[src/rtl/ysyx_25040109_arb_pkg.sv]
// rtl/ysyx_25040109_arb_pkg.sv - shared types and constants for the IFU/LSU AXI arbiter
//
// Purpose: FSM state encoding, master index constants and AXI response codes
//          used by ysyx_25040109_axi_arbiter and ysyx_25040109_rr_arb2.
// Ports:   none (package).
package ysyx_25040109_arb_pkg;

    typedef enum logic [1:0] {
        ST_IDLE   = 2'd0,
        ST_IFU_RD = 2'd1,
        ST_LSU_RD = 2'd2,
        ST_LSU_WR = 2'd3
    } arb_state_e;

    // Bit positions in the two-entry request/grant vectors.
    localparam int unsigned MST_IFU = 0;
    localparam int unsigned MST_LSU = 1;

    localparam logic [1:0] RESP_OKAY   = 2'b00;
    localparam logic [1:0] RESP_SLVERR = 2'b10;

endpackage

[src/rtl/ysyx_25040109_rr_arb2.sv]
// rtl/ysyx_25040109_rr_arb2.sv - two-way round-robin grant with registered last-grant pointer
//
// Purpose: grants one of two requesters; on a tie the one not granted last wins.
// Ports:
//   clk, rst   clock, synchronous active-high reset
//   req[1:0]   requests, bit MST_IFU / bit MST_LSU
//   en         grant enable; the pointer only moves on an enabled grant
//   gnt[1:0]   one-hot grant (zero when disabled or no request)
//   ptr_q      index of the requester granted last (reset: IFU, so LSU wins the first tie)
module ysyx_25040109_rr_arb2
    import ysyx_25040109_arb_pkg::*;
(
    input  logic       clk,
    input  logic       rst,
    input  logic [1:0] req,
    input  logic       en,
    output logic [1:0] gnt,
    output logic       ptr_q
);

    logic ptr_d;

    always_comb begin
        gnt   = 2'b00;
        ptr_d = ptr_q;
        if (en) begin
            if (req == 2'b11) begin
                // Tie: favour whoever was not granted last.
                gnt = ptr_q ? 2'b01 : 2'b10;
            end else begin
                gnt = req;
            end
            if (gnt != 2'b00) begin
                ptr_d = gnt[MST_LSU];
            end
        end
    end

    always_ff @(posedge clk) begin
        if (rst) begin
            ptr_q <= 1'b0;
        end else begin
            ptr_q <= ptr_d;
        end
    end

endmodule

[src/rtl/ysyx_25040109_axi_arbiter.sv]
// rtl/ysyx_25040109_axi_arbiter.sv - two-master (IFU read, LSU read/write) to one-slave AXI4 arbiter
//
// Purpose: owns the memory port for one whole transaction at a time (AR..last R
//          beat, or AW/W..B), forwarding the owner's channels combinationally and
//          forcing every non-owner output to zero.
// Build option: YSYX_25040109_ARB_LSU_PRIO_EN - when defined, LSU always beats
//          the IFU (fixed priority, no round-robin pointer).
// Ports:
//   clk, rst        clock, synchronous active-high reset
//   ifu_ar*/ifu_r*  IFU read address / read data
//   lsu_ar*/lsu_r*  LSU read address / read data
//   lsu_aw*/lsu_w*/lsu_b*  LSU write address / data / response
//   mem_*           slave-side port toward the memory wrapper
module ysyx_25040109_axi_arbiter
    import ysyx_25040109_arb_pkg::*;
#(
    parameter int ID_W   = 4,
    parameter int DATA_W = 32
) (
    input  logic                clk,
    input  logic                rst,
    // IFU read
    input  logic                ifu_arvalid,
    output logic                ifu_arready,
    input  logic [31:0]         ifu_araddr,
    input  logic [ID_W-1:0]     ifu_arid,
    input  logic [7:0]          ifu_arlen,
    input  logic [2:0]          ifu_arsize,
    input  logic [1:0]          ifu_arburst,
    output logic                ifu_rvalid,
    input  logic                ifu_rready,
    output logic [DATA_W-1:0]   ifu_rdata,
    output logic [1:0]          ifu_rresp,
    output logic [ID_W-1:0]     ifu_rid,
    output logic                ifu_rlast,
    // LSU read
    input  logic                lsu_arvalid,
    output logic                lsu_arready,
    input  logic [31:0]         lsu_araddr,
    input  logic [ID_W-1:0]     lsu_arid,
    input  logic [7:0]          lsu_arlen,
    input  logic [2:0]          lsu_arsize,
    input  logic [1:0]          lsu_arburst,
    output logic                lsu_rvalid,
    input  logic                lsu_rready,
    output logic [DATA_W-1:0]   lsu_rdata,
    output logic [1:0]          lsu_rresp,
    output logic [ID_W-1:0]     lsu_rid,
    output logic                lsu_rlast,
    // LSU write
    input  logic                lsu_awvalid,
    output logic                lsu_awready,
    input  logic [31:0]         lsu_awaddr,
    input  logic [ID_W-1:0]     lsu_awid,
    input  logic [7:0]          lsu_awlen,
    input  logic [2:0]          lsu_awsize,
    input  logic [1:0]          lsu_awburst,
    input  logic                lsu_wvalid,
    output logic                lsu_wready,
    input  logic [DATA_W-1:0]   lsu_wdata,
    input  logic [DATA_W/8-1:0] lsu_wstrb,
    input  logic                lsu_wlast,
    output logic                lsu_bvalid,
    input  logic                lsu_bready,
    output logic [1:0]          lsu_bresp,
    output logic [ID_W-1:0]     lsu_bid,
    // Memory slave port
    output logic                mem_arvalid,
    input  logic                mem_arready,
    output logic [31:0]         mem_araddr,
    output logic [ID_W-1:0]     mem_arid,
    output logic [7:0]          mem_arlen,
    output logic [2:0]          mem_arsize,
    output logic [1:0]          mem_arburst,
    input  logic                mem_rvalid,
    output logic                mem_rready,
    input  logic [DATA_W-1:0]   mem_rdata,
    input  logic [1:0]          mem_rresp,
    input  logic [ID_W-1:0]     mem_rid,
    input  logic                mem_rlast,
    output logic                mem_awvalid,
    input  logic                mem_awready,
    output logic [31:0]         mem_awaddr,
    output logic [ID_W-1:0]     mem_awid,
    output logic [7:0]          mem_awlen,
    output logic [2:0]          mem_awsize,
    output logic [1:0]          mem_awburst,
    output logic                mem_wvalid,
    input  logic                mem_wready,
    output logic [DATA_W-1:0]   mem_wdata,
    output logic [DATA_W/8-1:0] mem_wstrb,
    output logic                mem_wlast,
    input  logic                mem_bvalid,
    output logic                mem_bready,
    input  logic [1:0]          mem_bresp,
    input  logic [ID_W-1:0]     mem_bid
);

    arb_state_e state_q, state_d;
    logic [1:0] req;
    logic [1:0] gnt;

    // An LSU request is either direction; the write/read choice is made after
    // the LSU wins, so write-over-read never competes with the IFU pointer.
    assign req[MST_IFU] = ifu_arvalid;
    assign req[MST_LSU] = lsu_arvalid | lsu_awvalid;

`ifdef YSYX_25040109_ARB_LSU_PRIO_EN
    assign gnt = (state_q != ST_IDLE) ? 2'b00 :
                 req[MST_LSU]         ? 2'b10 :
                 req[MST_IFU]         ? 2'b01 : 2'b00;
`else
    // The pointer is exported for observation only; the grant is all we need.
    logic rr_ptr_unused;

    ysyx_25040109_rr_arb2 u_rr (
        .clk   (clk),
        .rst   (rst),
        .req   (req),
        .en    (state_q == ST_IDLE),
        .gnt   (gnt),
        .ptr_q (rr_ptr_unused)
    );
`endif

    always_comb begin
        state_d = state_q;
        case (state_q)
            ST_IDLE: begin
                if (gnt[MST_LSU]) begin
                    state_d = lsu_awvalid ? ST_LSU_WR : ST_LSU_RD;
                end else if (gnt[MST_IFU]) begin
                    state_d = ST_IFU_RD;
                end
            end
            ST_IFU_RD, ST_LSU_RD: begin
                if (mem_rvalid && mem_rready && mem_rlast) begin
                    state_d = ST_IDLE;
                end
            end
            ST_LSU_WR: begin
                if (mem_bvalid && mem_bready) begin
                    state_d = ST_IDLE;
                end
            end
            default: state_d = ST_IDLE;
        endcase
    end

    always_ff @(posedge clk) begin
        if (rst) begin
            state_q <= ST_IDLE;
        end else begin
            state_q <= state_d;
        end
    end

    // Channel routing: everything defaults to zero so IDLE and the non-owner
    // see quiet, all-zero channels.
    always_comb begin
        ifu_arready = 1'b0;
        ifu_rvalid  = 1'b0;
        ifu_rdata   = '0;
        ifu_rresp   = '0;
        ifu_rid     = '0;
        ifu_rlast   = 1'b0;
        lsu_arready = 1'b0;
        lsu_rvalid  = 1'b0;
        lsu_rdata   = '0;
        lsu_rresp   = '0;
        lsu_rid     = '0;
        lsu_rlast   = 1'b0;
        lsu_awready = 1'b0;
        lsu_wready  = 1'b0;
        lsu_bvalid  = 1'b0;
        lsu_bresp   = '0;
        lsu_bid     = '0;
        mem_arvalid = 1'b0;
        mem_araddr  = '0;
        mem_arid    = '0;
        mem_arlen   = '0;
        mem_arsize  = '0;
        mem_arburst = '0;
        mem_rready  = 1'b0;
        mem_awvalid = 1'b0;
        mem_awaddr  = '0;
        mem_awid    = '0;
        mem_awlen   = '0;
        mem_awsize  = '0;
        mem_awburst = '0;
        mem_wvalid  = 1'b0;
        mem_wdata   = '0;
        mem_wstrb   = '0;
        mem_wlast   = 1'b0;
        mem_bready  = 1'b0;
        case (state_q)
            ST_IFU_RD: begin
                mem_arvalid = ifu_arvalid;
                mem_araddr  = ifu_araddr;
                mem_arid    = ifu_arid;
                mem_arlen   = ifu_arlen;
                mem_arsize  = ifu_arsize;
                mem_arburst = ifu_arburst;
                ifu_arready = mem_arready;
                ifu_rvalid  = mem_rvalid;
                ifu_rdata   = mem_rdata;
                ifu_rresp   = mem_rresp;
                ifu_rid     = mem_rid;
                ifu_rlast   = mem_rlast;
                mem_rready  = ifu_rready;
            end
            ST_LSU_RD: begin
                mem_arvalid = lsu_arvalid;
                mem_araddr  = lsu_araddr;
                mem_arid    = lsu_arid;
                mem_arlen   = lsu_arlen;
                mem_arsize  = lsu_arsize;
                mem_arburst = lsu_arburst;
                lsu_arready = mem_arready;
                lsu_rvalid  = mem_rvalid;
                lsu_rdata   = mem_rdata;
                lsu_rresp   = mem_rresp;
                lsu_rid     = mem_rid;
                lsu_rlast   = mem_rlast;
                mem_rready  = lsu_rready;
            end
            ST_LSU_WR: begin
                mem_awvalid = lsu_awvalid;
                mem_awaddr  = lsu_awaddr;
                mem_awid    = lsu_awid;
                mem_awlen   = lsu_awlen;
                mem_awsize  = lsu_awsize;
                mem_awburst = lsu_awburst;
                lsu_awready = mem_awready;
                mem_wvalid  = lsu_wvalid;
                mem_wdata   = lsu_wdata;
                mem_wstrb   = lsu_wstrb;
                mem_wlast   = lsu_wlast;
                lsu_wready  = mem_wready;
                lsu_bvalid  = mem_bvalid;
                lsu_bresp   = mem_bresp;
                lsu_bid     = mem_bid;
                mem_bready  = lsu_bready;
            end
            default: ;
        endcase
    end

endmodule

[config.mk]
export PLATFORM = sky130hd
export DESIGN_NAME = ysyx_25040109_axi_arbiter
export DESIGN_NICKNAME = d
export VERILOG_FILES = /design/src/rtl/ysyx_25040109_arb_pkg.sv /design/src/rtl/ysyx_25040109_rr_arb2.sv /design/src/rtl/ysyx_25040109_axi_arbiter.sv
export SDC_FILE = /design/constraint.sdc
export NUM_CORES = 1
export LEC_CHECK = 0
export ABC_AREA = 1
export ABC_CLOCK_PERIOD_IN_PS = 1500
export CAP_MARGIN = 30
export CORE_AREA = 4 4 182 184
export DETAILED_ROUTE_END_ITERATION = 16
export DIE_AREA = 0 0 186 188
export MAX_ROUTING_LAYER = met4
export REMOVE_ABC_BUFFERS = 1
export SLEW_MARGIN = 25
export SYNTH_ARGS = -nofsm -noshare
export SYNTH_HDL_FRONTEND = slang
export SYNTH_SLANG_ARGS = --single-unit
export TNS_END_PERCENT = 20
[constraint.sdc]
create_clock -name clk -period 1.5 [get_ports clk]
set_input_delay 0.3 -clock clk [delete_from_list [all_inputs] [get_ports clk]]
set_output_delay 0.3 -clock clk [all_outputs]
set_load 0.01 [all_outputs]
==> results_dict.tcl <==
set metrics [dict create \
    wl_per_cell_um 14.5 \
    syn_area_per_cell_um2 4.27 \
    viasPerCell 3.56 \
    cts_hold_buffers 0 \
    setup_viol 233 \
    critPathBufInv 5 \
    final_cell_area_mm2 0.00885 \
    timing.rr.start "state_q[0]" \
    power.total_mw 8.51 \
    drv_cap 0 \
    cp-start-kind "register" \
    worst_pin_slew_ns 0.200 \
    cts_buffers 3 \
    synth-main-ff-cell "dfxtp_1" \
    port_buffers 473 \
    synth_cell_types 14 \
    firstDrtPassIters 5 \
    tns_ns -52.97 \
    ys_seq_area_share_pct 2.38 \
    root_buffer "clkbuf_16" \
    drt_iter0_markers 60 \
    path_max_fanout 8 \
    slew_violations 0 \
    insertion_delay_ns 0.22 \
    clock-sinks 3 \
    clk_pin_slew_ns 0.03 \
    coreArea_mm2 0.0314 \
    post_dp_cell_area_mm2 0.00790 \
    worst-setup-path-type "reg -> out" \
    row_count 65 \
    gp_congestion 0.833 \
    yosys.area.top_type "nand2_1" \
    first_global_vias 5182 \
    r2r.worst_path.cells 12 \
    status "finished with violations" \
    violations "negative setup slack" \
    synth.area.top_cells "nand2_1 44%, inv_1 28%, a21oi_1 11%" \
    vias 5377 \
    grt_setup_unrepaired "true" \
    finalHoldViolCount 0 \
    final_layout_size_suffix_gt1_share_pct 46.3 \
    n_fill_cell 3400 \
    hpwl_um 16300 \
    fin_ws_ns -0.348 \
    p_leak_nw 5.14 \
    r2r-end "state_q[1]" \
    yosysMostFrequentCell "nand2_1" \
    async_flop_share_pct 0 \
    final_antenna_net_count 0 \
    start_util_pct 8.05 \
    synthCells 592 \
    areaGrowthSynthToFinish_pct 250 \
    end_kind "output port" \
    multiInputGateArea_mm2 0.00201 \
    min_from "u_rr.ptr_q" \
    cts.path.max_buffers 2 \
    maxSlewHeadroom_pct 86.6 \
    ys_ff_latch 3 \
    path_cells "buf_6 > ha_4 > buf_12 > buf_12 > buf_12 > nand2_1 > a21oi_2 > buf_2" \
    final_nets 1356 \
    tritoncts "done" \
    dieWidth_um 186 \
    die_area_mm2 0.0350 \
    fin_skew_ns 0.00152 \
    whs_path_depth 2 \
    worstPathArrival_ns 1.55 \
    reg2reg_slack_ns -0.19 \
    p_per_area_mw_per_mm2 961 \
    grt_max_degree 22 \
    cp_top_family "buffers and inverters" \
    cp_slowest_cell "dfxtp_4" \
    irDropWorstVdd_uv 838 \
    synth_common_cells "295 x nand2_1, 187 x inv_1, 54 x a21oi_1, 16 x buf_2, 14 x buf_6" \
    overflow 0 \
    route.detailed.drc 0 \
    min_period_ns 1.85 \
    fmaxAchievable_mhz 541 \
    period_share_pct 123 \
    syn_area_mm2 0.00253 \
    grt_pass1_wl_um 28600 \
    synth_edf_count 0 \
    crit_top_cell "buf_12" \
    synth_top_area_share_pct 43.8 \
    cpPeakStageDelay_ns 0.36 \
    grtUsageTotal_pct 10.8 \
    wl_um 21900 \
    synth_warnings 0 \
    register_area_um2 65.1 \
    num_io_pins 474 \
    min_to "u_rr.ptr_q" \
    antenna_found_initial 1 \
    holdCritPathClass "reg -> reg" \
    cp.required_ns 1.20 \
    die_height_um 188 \
    htree_levels 1 \
]
sequential cells by signal, summed over array words and instances (netlist names):
signal / flops
u_rr.ptr_q: 1
state_q: 2
worst max-delay path by stage:
| stage | start | slack (ns) | end | depth (start not counted) |
|---|---|---|---|---|
| floorplan | state_q[0] | -1.28 | mem_rready | 4 |
| global placement | ifu_arvalid | -0.57 | mem_arvalid | 5 |
| detailed placement | state_q[0] | -0.58 | mem_araddr[28] | 6 |
| CTS | state_q[0] | -0.45 | mem_wdata[15] | 9 |
| global route | state_q[0] | -0.43 | mem_arlen[6] | 8 |
| finish | state_q[0] | -0.35 | mem_arlen[6] | 8 |
where the power goes:
group	internal (mW)	switching, mW	leakage (nW)
sequential	0.119	0.0284	0.0258
combinational	4.05	3.88	5.07
clock	0.351	0.0735	0.0382
cells by family after synthesis:
| family | count (synthesis) | share of synthesized area, % |
|---|---|---|
| AOI/OAI and AO/OA | 55 | 10.9 |
| adders and majority gates | 5 | 2.48 |
| buffers and inverters | 225 | 38.7 |
| DFF | 3 | 2.38 |
| and+or+nand+nor | 304 | 45.6 |
layout make-up:
cell class / instances / area share, %
diodes: 1 / 0.0283
clock buffers: 4 / 0.891
inverters: 189 / 8.07
multi-input cells: 364 / 22.8
flip-flops and latches: 3 / 0.735
well taps: 402 / 5.68
repair buffers: 547 / 61.8
stage by stage:
step	hold WS, ns	std cells	worst slack [ns]	utilization (%)
2_1_floorplan	0.369	556	-1.28	-
3_3_place_gp	0.450	1463	-0.568	25.2
3_5_place_dp	0.456	1463	-0.575	25.2
4_1_cts	0.461	1501	-0.446	26.0
5_1_grt	0.476	1510	-0.429	28.2
6_report	0.456	1510	-0.348	28.2
metal layers:
layer / wire length (um) / track usage, % / share of wire (%) / vias up
li1: - / - / - / 2659
met1: 8080 / 11.8 / 37 / 2372
met2: 11400 / 20.1 / 52 / 306
met3: 1860 / 1.61 / 8.5 / 40
met4: 578 / 3.17 / 2.6 / 0
met5: 0 / - / 0 / -
cell usage in the layout, fill, tap and decap left out, types with 19 or more instances in the layout:
master           Yosys  layout
nand2_1            295     201
a21oi_2              0      40
inv_1              187     125
buf_6               14     115
buf_4                2      19
nand2_2              0      76
clkdlybuf4s50_1      0     242
buf_12               0      20
inv_2                2      62
buf_2               16     107
what timing repair did:
action / CTS / global route
pin swaps: 4 / 44
endpoints found under the setup margin: 233 / 233
gates cloned: 13 / 11
gates resized for setup: 619 / 676
setup buffers: 21 / 7
worst reg2reg max path: stages (launching register included):
cell and delay (ns):
dfxtp_4 0.36, buf_6 0.10, ha_4 0.18, buf_12 0.15, buf_16 0.15, nand2_2 0.07
buf_4 0.13, nand2_1 0.06, nand2_1 0.09, nand2_2 0.10, nand3_1 0.08, nand2_1 0.06
nor2_1 0.04
No activity file was read; power rests on OpenSTA's default activity.
